**config.mk**
```make
export PLATFORM = sky130hd
export DESIGN_NAME = dice_game_core
export DESIGN_NICKNAME = d
export VERILOG_FILES = /design/src/rtl/dice_game_pkg.sv /design/src/rtl/dice_roller.sv /design/src/rtl/dice_game_core.sv
export SDC_FILE = /design/constraint.sdc
export NUM_CORES = 1
export LEC_CHECK = 0
export CORE_MARGIN = 2
export CORE_UTILIZATION = 25
export CTS_BUF_LIST = sky130_fd_sc_hd__clkbuf_8
export CTS_CLUSTER_DIAMETER = 150
export DETAILED_ROUTE_END_ITERATION = 10
export SLEW_MARGIN = 15
export SYNTH_ARGS = -nofsm -noshare
export SYNTH_HDL_FRONTEND = slang
export SYNTH_SLANG_ARGS = --single-unit
```
**constraint.sdc**
```tcl
create_clock -name clk -period 5.8 [get_ports clk]
set_input_delay 1.16 -clock clk [delete_from_list [all_inputs] [get_ports clk]]
set_output_delay 1.16 -clock clk [all_outputs]
set_load 0.1 [all_outputs]
```
**src/rtl/dice_game_pkg.sv**
```systemverilog
// Shared types and width helper for the dice game engine.
package dice_game_pkg;

    typedef enum logic [1:0] {
        IDLE   = 2'd0,
        ROLL   = 2'd1,
        CHOOSE = 2'd2,
        DONE   = 2'd3
    } state_e;

    typedef enum logic [1:0] {
        NONE = 2'd0,
        ADD  = 2'd1,
        SKIP = 2'd2,
        BUST = 2'd3
    } result_e;

    function automatic int clog2_min1(input int n);
        return (n <= 1) ? 1 : $clog2(n);
    endfunction

endpackage

```
**src/rtl/dice_roller.sv**
```systemverilog
// Free-running 1..DIE_FACES roll counter with a latched, clearable roll value.
module dice_roller
    import dice_game_pkg::*;
#(
    parameter  int DIE_FACES = 6,
    localparam int DIE_W     = $clog2(DIE_FACES + 1)
) (
    input  logic             clk,
    input  logic             rst,
    input  logic             latch,
    input  logic             clr,
    output logic [DIE_W-1:0] value
);

    logic [DIE_W-1:0] roll_ctr_q, roll_ctr_d;
    logic [DIE_W-1:0] value_q, value_d;

    // Next counter value and latch/clear of the held roll.
    always_comb begin
        roll_ctr_d = roll_ctr_q + DIE_W'(1);
        value_d    = value_q;
        if (roll_ctr_q == DIE_W'(DIE_FACES)) begin
            roll_ctr_d = DIE_W'(1);
        end else begin
            roll_ctr_d = roll_ctr_q + DIE_W'(1);
        end
        if (latch) begin
            value_d = roll_ctr_q;
        end else if (clr) begin
            value_d = '0;
        end else begin
            value_d = value_q;
        end
    end

    // Counter and roll registers.
    always_ff @(posedge clk) begin
        if (rst) begin
            roll_ctr_q <= DIE_W'(1);
            value_q    <= '0;
        end else begin
            roll_ctr_q <= roll_ctr_d;
            value_q    <= value_d;
        end
    end

    assign value = value_q;

endmodule

```
**src/rtl/dice_game_core.sv**
```systemverilog
// N-player dice game engine: roll/choose/score loop, turn budget, exact-target win.
// Optional macro DICE_BUST_RESET_EN: a bust zeroes the current player's score.
module dice_game_core
    import dice_game_pkg::*;
#(
    parameter  int NUM_PLAYERS = 2,
    parameter  int DIE_FACES   = 6,
    parameter  int TARGET      = 15,
    parameter  int MAX_TURNS   = 9,
    localparam int PID_W       = clog2_min1(NUM_PLAYERS),
    localparam int DIE_W       = $clog2(DIE_FACES + 1),
    localparam int SCORE_W     = $clog2(TARGET + 1),
    localparam int TURN_W      = $clog2(MAX_TURNS + 1)
) (
    input  logic                           clk,
    input  logic                           rst,
    input  logic                           btn,
    input  logic                           choice,
    output logic [1:0]                     state,
    output logic [PID_W-1:0]               player,
    output logic [DIE_W-1:0]               roll_value,
    output logic [NUM_PLAYERS*SCORE_W-1:0] scores,
    output logic [TURN_W-1:0]              turns_left,
    output logic [1:0]                     last_result,
    output logic                           won,
    output logic                           draw,
    output logic [PID_W-1:0]               winner
);

    state_e                         state_q, state_d;
    result_e                        last_result_q, last_result_d;
    logic [PID_W-1:0]               player_q, player_d;
    logic [NUM_PLAYERS*SCORE_W-1:0] scores_q, scores_d;
    logic [TURN_W-1:0]              turns_left_q, turns_left_d;
    logic                           won_q, won_d;
    logic                           draw_q, draw_d;
    logic [PID_W-1:0]               winner_q, winner_d;
    logic                           btn_q;

    logic                           press_s;
    logic                           roll_latch_s;
    logic                           roll_clr_s;
    logic [SCORE_W-1:0]             cur_score_s;
    logic [SCORE_W:0]               sum_s;
    logic                           won_now_s;

    dice_roller #(
        .DIE_FACES (DIE_FACES)
    ) u_roller (
        .clk   (clk),
        .rst   (rst),
        .latch (roll_latch_s),
        .clr   (roll_clr_s),
        .value (roll_value)
    );

    assign press_s     = btn & ~btn_q;
    assign cur_score_s = scores_q[int'(player_q)*SCORE_W +: SCORE_W];
    assign sum_s       = {1'b0, cur_score_s} + (SCORE_W+1)'(roll_value);

    // Game FSM: next state, score update and turn bookkeeping.
    always_comb begin
        state_d       = state_q;
        last_result_d = last_result_q;
        player_d      = player_q;
        scores_d      = scores_q;
        turns_left_d  = turns_left_q;
        won_d         = won_q;
        draw_d        = draw_q;
        winner_d      = winner_q;
        roll_latch_s  = 1'b0;
        roll_clr_s    = 1'b0;
        won_now_s     = 1'b0;
        case (state_q)
            IDLE: begin
                if (press_s) begin
                    scores_d      = '0;
                    player_d      = '0;
                    turns_left_d  = TURN_W'(MAX_TURNS);
                    won_d         = 1'b0;
                    draw_d        = 1'b0;
                    last_result_d = NONE;
                    roll_clr_s    = 1'b1;
                    state_d       = ROLL;
                end else begin
                    state_d = IDLE;
                end
            end
            ROLL: begin
                if (press_s) begin
                    roll_latch_s = 1'b1;
                    state_d      = CHOOSE;
                end else begin
                    state_d = ROLL;
                end
            end
            CHOOSE: begin
                if (press_s) begin
                    if (!choice) begin
                        last_result_d = SKIP;
                    end else if (sum_s == (SCORE_W+1)'(TARGET)) begin
                        last_result_d = ADD;
                        scores_d[int'(player_q)*SCORE_W +: SCORE_W] = SCORE_W'(TARGET);
                        won_d     = 1'b1;
                        winner_d  = player_q;
                        won_now_s = 1'b1;
                        state_d   = DONE;
                    end else if (sum_s < (SCORE_W+1)'(TARGET)) begin
                        last_result_d = ADD;
                        scores_d[int'(player_q)*SCORE_W +: SCORE_W] = sum_s[SCORE_W-1:0];
                    end else begin
                        last_result_d = BUST;
`ifdef DICE_BUST_RESET_EN
                        scores_d[int'(player_q)*SCORE_W +: SCORE_W] = '0;
`else
                        scores_d[int'(player_q)*SCORE_W +: SCORE_W] = cur_score_s;
`endif
                    end
                    // A full round completes when the last player hands back to player 0.
                    if (!won_now_s) begin
                        if (player_q == PID_W'(NUM_PLAYERS - 1)) begin
                            player_d = '0;
                            if (turns_left_q <= TURN_W'(1)) begin
                                turns_left_d = '0;
                                draw_d       = 1'b1;
                                state_d      = DONE;
                            end else begin
                                turns_left_d = turns_left_q - TURN_W'(1);
                                state_d      = ROLL;
                            end
                        end else begin
                            player_d = player_q + PID_W'(1);
                            state_d  = ROLL;
                        end
                    end else begin
                        player_d = player_q;
                    end
                end else begin
                    state_d = CHOOSE;
                end
            end
            DONE: begin
                if (press_s) begin
                    state_d = IDLE;
                end else begin
                    state_d = DONE;
                end
            end
            default: begin
                state_d = IDLE;
            end
        endcase
    end

    // Game state registers; btn_q resets high so a held button is not a press.
    always_ff @(posedge clk) begin
        if (rst) begin
            state_q       <= IDLE;
            last_result_q <= NONE;
            player_q      <= '0;
            scores_q      <= '0;
            turns_left_q  <= TURN_W'(MAX_TURNS);
            won_q         <= 1'b0;
            draw_q        <= 1'b0;
            winner_q      <= '0;
            btn_q         <= 1'b1;
        end else begin
            state_q       <= state_d;
            last_result_q <= last_result_d;
            player_q      <= player_d;
            scores_q      <= scores_d;
            turns_left_q  <= turns_left_d;
            won_q         <= won_d;
            draw_q        <= draw_d;
            winner_q      <= winner_d;
            btn_q         <= btn;
        end
    end

    assign state       = state_q;
    assign last_result = last_result_q;
    assign player      = player_q;
    assign scores      = scores_q;
    assign turns_left  = turns_left_q;
    assign won         = won_q;
    assign draw        = draw_q;
    assign winner      = winner_q;

endmodule

```
==> key figures <==
Clocking
  • Clock latency on the worst-skew pair: 0.27 ns
  • Clock tree root driver cell: sky130_fd_sc_hd__clkbuf_8
  • Number of buffers added to fix hold violations after cts: 0
  • H-tree depth: 1
  • Clock tree from TritonCTS: built
  • # clock sinks: 27
  • Number of CTS-inserted buffers: 3
  • Post-cts repair resize count: 0
  • Buffer depth of the longest clock path: 2
  • Clock-pin slew of the registers on the worst-case setup and hold paths: 0.09 ns
  • Post-CTS Setup Repair Bufs: 0

Pwr
  • Overall power consumption: 338 uW
  • Internal: 249 uW
  • Switching part of the total power: 26.2%
  • Power Dens Cells: 178 mW/mm2
  • Combinational fraction of design power: 10.1%
  • Sw power: 88.5 uW
  • Leakage power: 0.000698 uW
  • Relative contribution of sequential cells to total power: 57.4%
  • Proportion of power drawn by the clock network: 32.5%
  • Worst vdd rail ir drop: 0.129 mV

Yosys
  • Portion of netlist area occupied by mux cells: 6.86%
  • Fraction of post-synthesis cell area in the top cell type by area: 35.3%
  • Number of nets in the synthesized netlist: 189
  • Asr flop ratio synth: 0%
  • Xor/xnor share of the synthesized area: 0.572%
  • Cell type with the highest aggregate area in the netlist: sky130_fd_sc_hd__dfxtp_1
  • Fraction of the mapped netlist area in compound gates: 26.6%
  • Basic-gate share of the synthesized area counting and, or, nand and nor cells: 19.4%
  • Number of warnings printed during yosys synthesis: 0
  • Post-synthesis adder-cell area fraction: 7.03%
  • Fraction of the yosys area taken by sequential cells: 35.3%
  • Register bit count reported by yosys: 27
  • Dominant combinational cell family by area after synthesis: compound AO/OA/AOI/OAI gates
  • Synth Instances: 177
  • Leading register cell type out of synthesis: sky130_fd_sc_hd__dfxtp_1
  • Post-synthesis average cell area: 8.65 um2
  • Most area-consuming cells after synthesis: sky130_fd_sc_hd__dfxtp_1 35%, sky130_fd_sc_hd__ha_1 5.7%, sky130_fd_sc_hd__a21oi_1 4.9%, sky130_fd_sc_hd__nand2_1 4.9%, sky130_fd_sc_hd__mux2i_1 3.9%
  • Yosys cell types: 50
  • Post-Syn Area: 0.00153 mm2
  • Number of synthesized flops with an enable pin: 0

Setup path
  • Arrival time at the worst endpoint: 2.34 ns
  • Delay of the slowest critical-path stage: 1.26 ns
  • Launching element type of the critical path: register
  • Crit path max fanout: 22
  • Crit Reg-Reg Endpoint: turns_left[0]
  • Required time of the critical path: 4.64 ns
  • Setup slack on the worst flop-to-flop path: 2.51 ns
  • Kind of cell with the highest combined delay on the critical path: buffers and inverters
  • Critical Path End Type: primary output
  • Depth of the most critical reg-to-reg path: 7
  • Worst R2R Start: player
  • Setup Crit Path Kind: reg -> out
  • CP max-delay cell: sky130_fd_sc_hd__clkdlybuf4s50_1
  • Ordered list of cells on the worst path: clkdlybuf4s50_1
  • Number of buffers and inverters on the critical path: 1

Placement
  • Placer's final routability congestion estimate: 0.836
  • Number of port buffers: 26
  • Area post-placement: 0.00184 mm2
  • Half-perimeter wire length after detailed placement: 2810 um
  • Setup slack after placement: 2.53 ns

Global routing
  • Maximum number of pins on one net before global-route repair: 24
  • Global-route congestion overflow total: 0
  • Via count of the first global-routing pass: 1,309
  • Antenna violations before repair: 0
  • First-pass GRT wire length: 6240 um
  • GR Util All Layers: 11.8%

Die
  • Initial core utilization: 25.9%
  • Total Die Area: 0.00677 mm2
  • Number of standard-cell rows in the floorplan: 28
  • Die outline height: 82.3 um
  • Horizontal die dimension: 82.3 um
  • Core box area: 0.00592 mm2
  • Count of pins on the block boundary: 27

Outcome
  • Run status: finished, final reports clean

STA
  • Crit path setup slack, layout: 2.30 ns
  • Pin slew with the least headroom to its limit: 0.981 ns
  • Relative slew margins: 34.4%
  • Top achievable clock speed: 0.286 GHz
  • Final number of max-transition violations: 0
  • Setup skew after layout: 0.00203 ns
  • Setup repair after global routing missed its margin: no
  • Final critical-path share of the clock period: 60.3%
  • Tmin final: 3.50 ns
  • Number of setup violations in the final report: 0
  • Setup total negative slack: 0 ns
  • Number of hold violations in the final report: 0

Detailed routing
  • Via count: 1,377
  • Per-cell via count in the routed design: 5.03
  • Drt wl/cell: 13.8 um
  • Starting DRT DRC Count: 124
  • Total routed wirelength: 3790 um
  • DRC violation count after routing: 0
  • Number of detailed-routing iterations run before antenna repair: 4
  • Count of nets left with antenna violations after detail routing: 0

Finish
  • Final Net Count: 212
  • Final non-filler cell area: 0.00189 mm2
  • Antenna Diode Count: 0
  • Area growth, synth to finish: 23.6%
  • Share of cells above drive strength 1: 7.54%
  • Core utilization of the finished layout: 32.0%

Hold path
  • Min-delay worst type: reg -> reg
  • Hold-critical path depth: 1
  • Hold_sp: u_roller.roll_ctr_q[0]
  • Worst hold path endpoint: u_roller.roll_ctr_q[0]

Job
  • Number of max-capacitance violations reported: 0
==> state kept, by name (all words and copies together) (netlist names), 2 cells and up <==
register,flops
scores,8
turns_left,4
u_roller.value,3
last_result,2
u_roller.roll_ctr_q,3
state,2
==> synthesized netlist by cell type, types with 2 or more instances <==
cell,count
sky130_fd_sc_hd__a21oi_1,15
sky130_fd_sc_hd__nor2_1,15
sky130_fd_sc_hd__ha_1,7
sky130_fd_sc_hd__nor4_1,2
sky130_fd_sc_hd__o21a_1,2
sky130_fd_sc_hd__o21ai_0,7
sky130_fd_sc_hd__nand2b_1,3
sky130_fd_sc_hd__a22o_1,3
sky130_fd_sc_hd__o31a_1,2
sky130_fd_sc_hd__nand2_1,20
sky130_fd_sc_hd__a21o_1,2
sky130_fd_sc_hd__and3_1,2
sky130_fd_sc_hd__nor3_1,4
sky130_fd_sc_hd__nand4_1,3
sky130_fd_sc_hd__buf_2,3
sky130_fd_sc_hd__dfxtp_1,27
sky130_fd_sc_hd__inv_1,6
sky130_fd_sc_hd__mux2i_1,6
sky130_fd_sc_hd__a22oi_1,4
sky130_fd_sc_hd__nor2b_1,2
sky130_fd_sc_hd__nand3_1,5
sky130_fd_sc_hd__o211ai_1,4
sky130_fd_sc_hd__clkbuf_1,3
sky130_fd_sc_hd__mux2_2,4
==> layout make-up <==
cell class	instances	area, um2
clock buffers	3	41.3
fillers	637	4030
clock inverters	1	7.51
well taps	75	93.8
multi-input cells	136	927
repair buffers	26	260
flip-flops and latches	27	541
inverters	6	22.5
==> layout by cell type, fill, tap and decap left out, drive strengths merged, types with 2 or more instances in the layout <==
master,instances
a21oi,15
and3,2
ha,7
o21ai,8
dfxtp,27
clkbuf,3
a21o,3
nor2b,2
nor2,15
nand4,3
mux2,4
clkdlybuf4s50,26
nand3,5
a2111oi,2
a21boi,2
o31a,2
nor3,4
o211ai,4
nand2,20
nor4,2
o21a,2
mux2i,6
a22oi,4
inv,6
nand2b,3
o2111ai,2
a22o,3
==> worst max path at each step <==
stage	from	end	slack, ns	cells past startpoint
3_5_place_dp	player	turns_left[2]	2.53	8
6_report	player	player	2.30	1
4_1_cts	player	player	2.30	1
3_3_place_gp	player	turns_left[2]	2.57	8
5_1_grt	player	player	2.19	1
2_1_floorplan	player	turns_left[0]	1.87	9
==> per-stage QoR <==
stage,instances,hold slack [ns]
finish,274,0.436
global route,274,0.457
floorplan,177,0.388
CTS,274,0.438
detailed placement,270,0.415
global placement,270,0.407
==> layer usage <==
metal	wire, um	global-route usage (%)	up-vias
li1	-	-	697
met1	1960	16.5	656
met2	1710	18.7	22
met3	96	2.07	2
met4	20	3.17	0
met5	0	0	-
==> power by group through the flow <==
stage          registers [uW]  clock network (uW)  logic, uW
2_1_floorplan             206                   0       15.9
3_3_place_gp              198                   0       33.9
3_5_place_dp              198                   0       34.0
4_1_cts                   194                 115       34.2
5_1_grt                   195                 123       37.1
6_report                  194                 110       34.1
==> cell families after synthesis <==
logic type	Yosys count
flip-flops	27
adder cells (fa/ha/maj)	8
AO/OA/AOI/OAI	55
buffers and inverters	14
XOR/XNOR	1
multiplexers	10
AND/OR/NAND/NOR	62
Power figures use the tool's default switching activity.
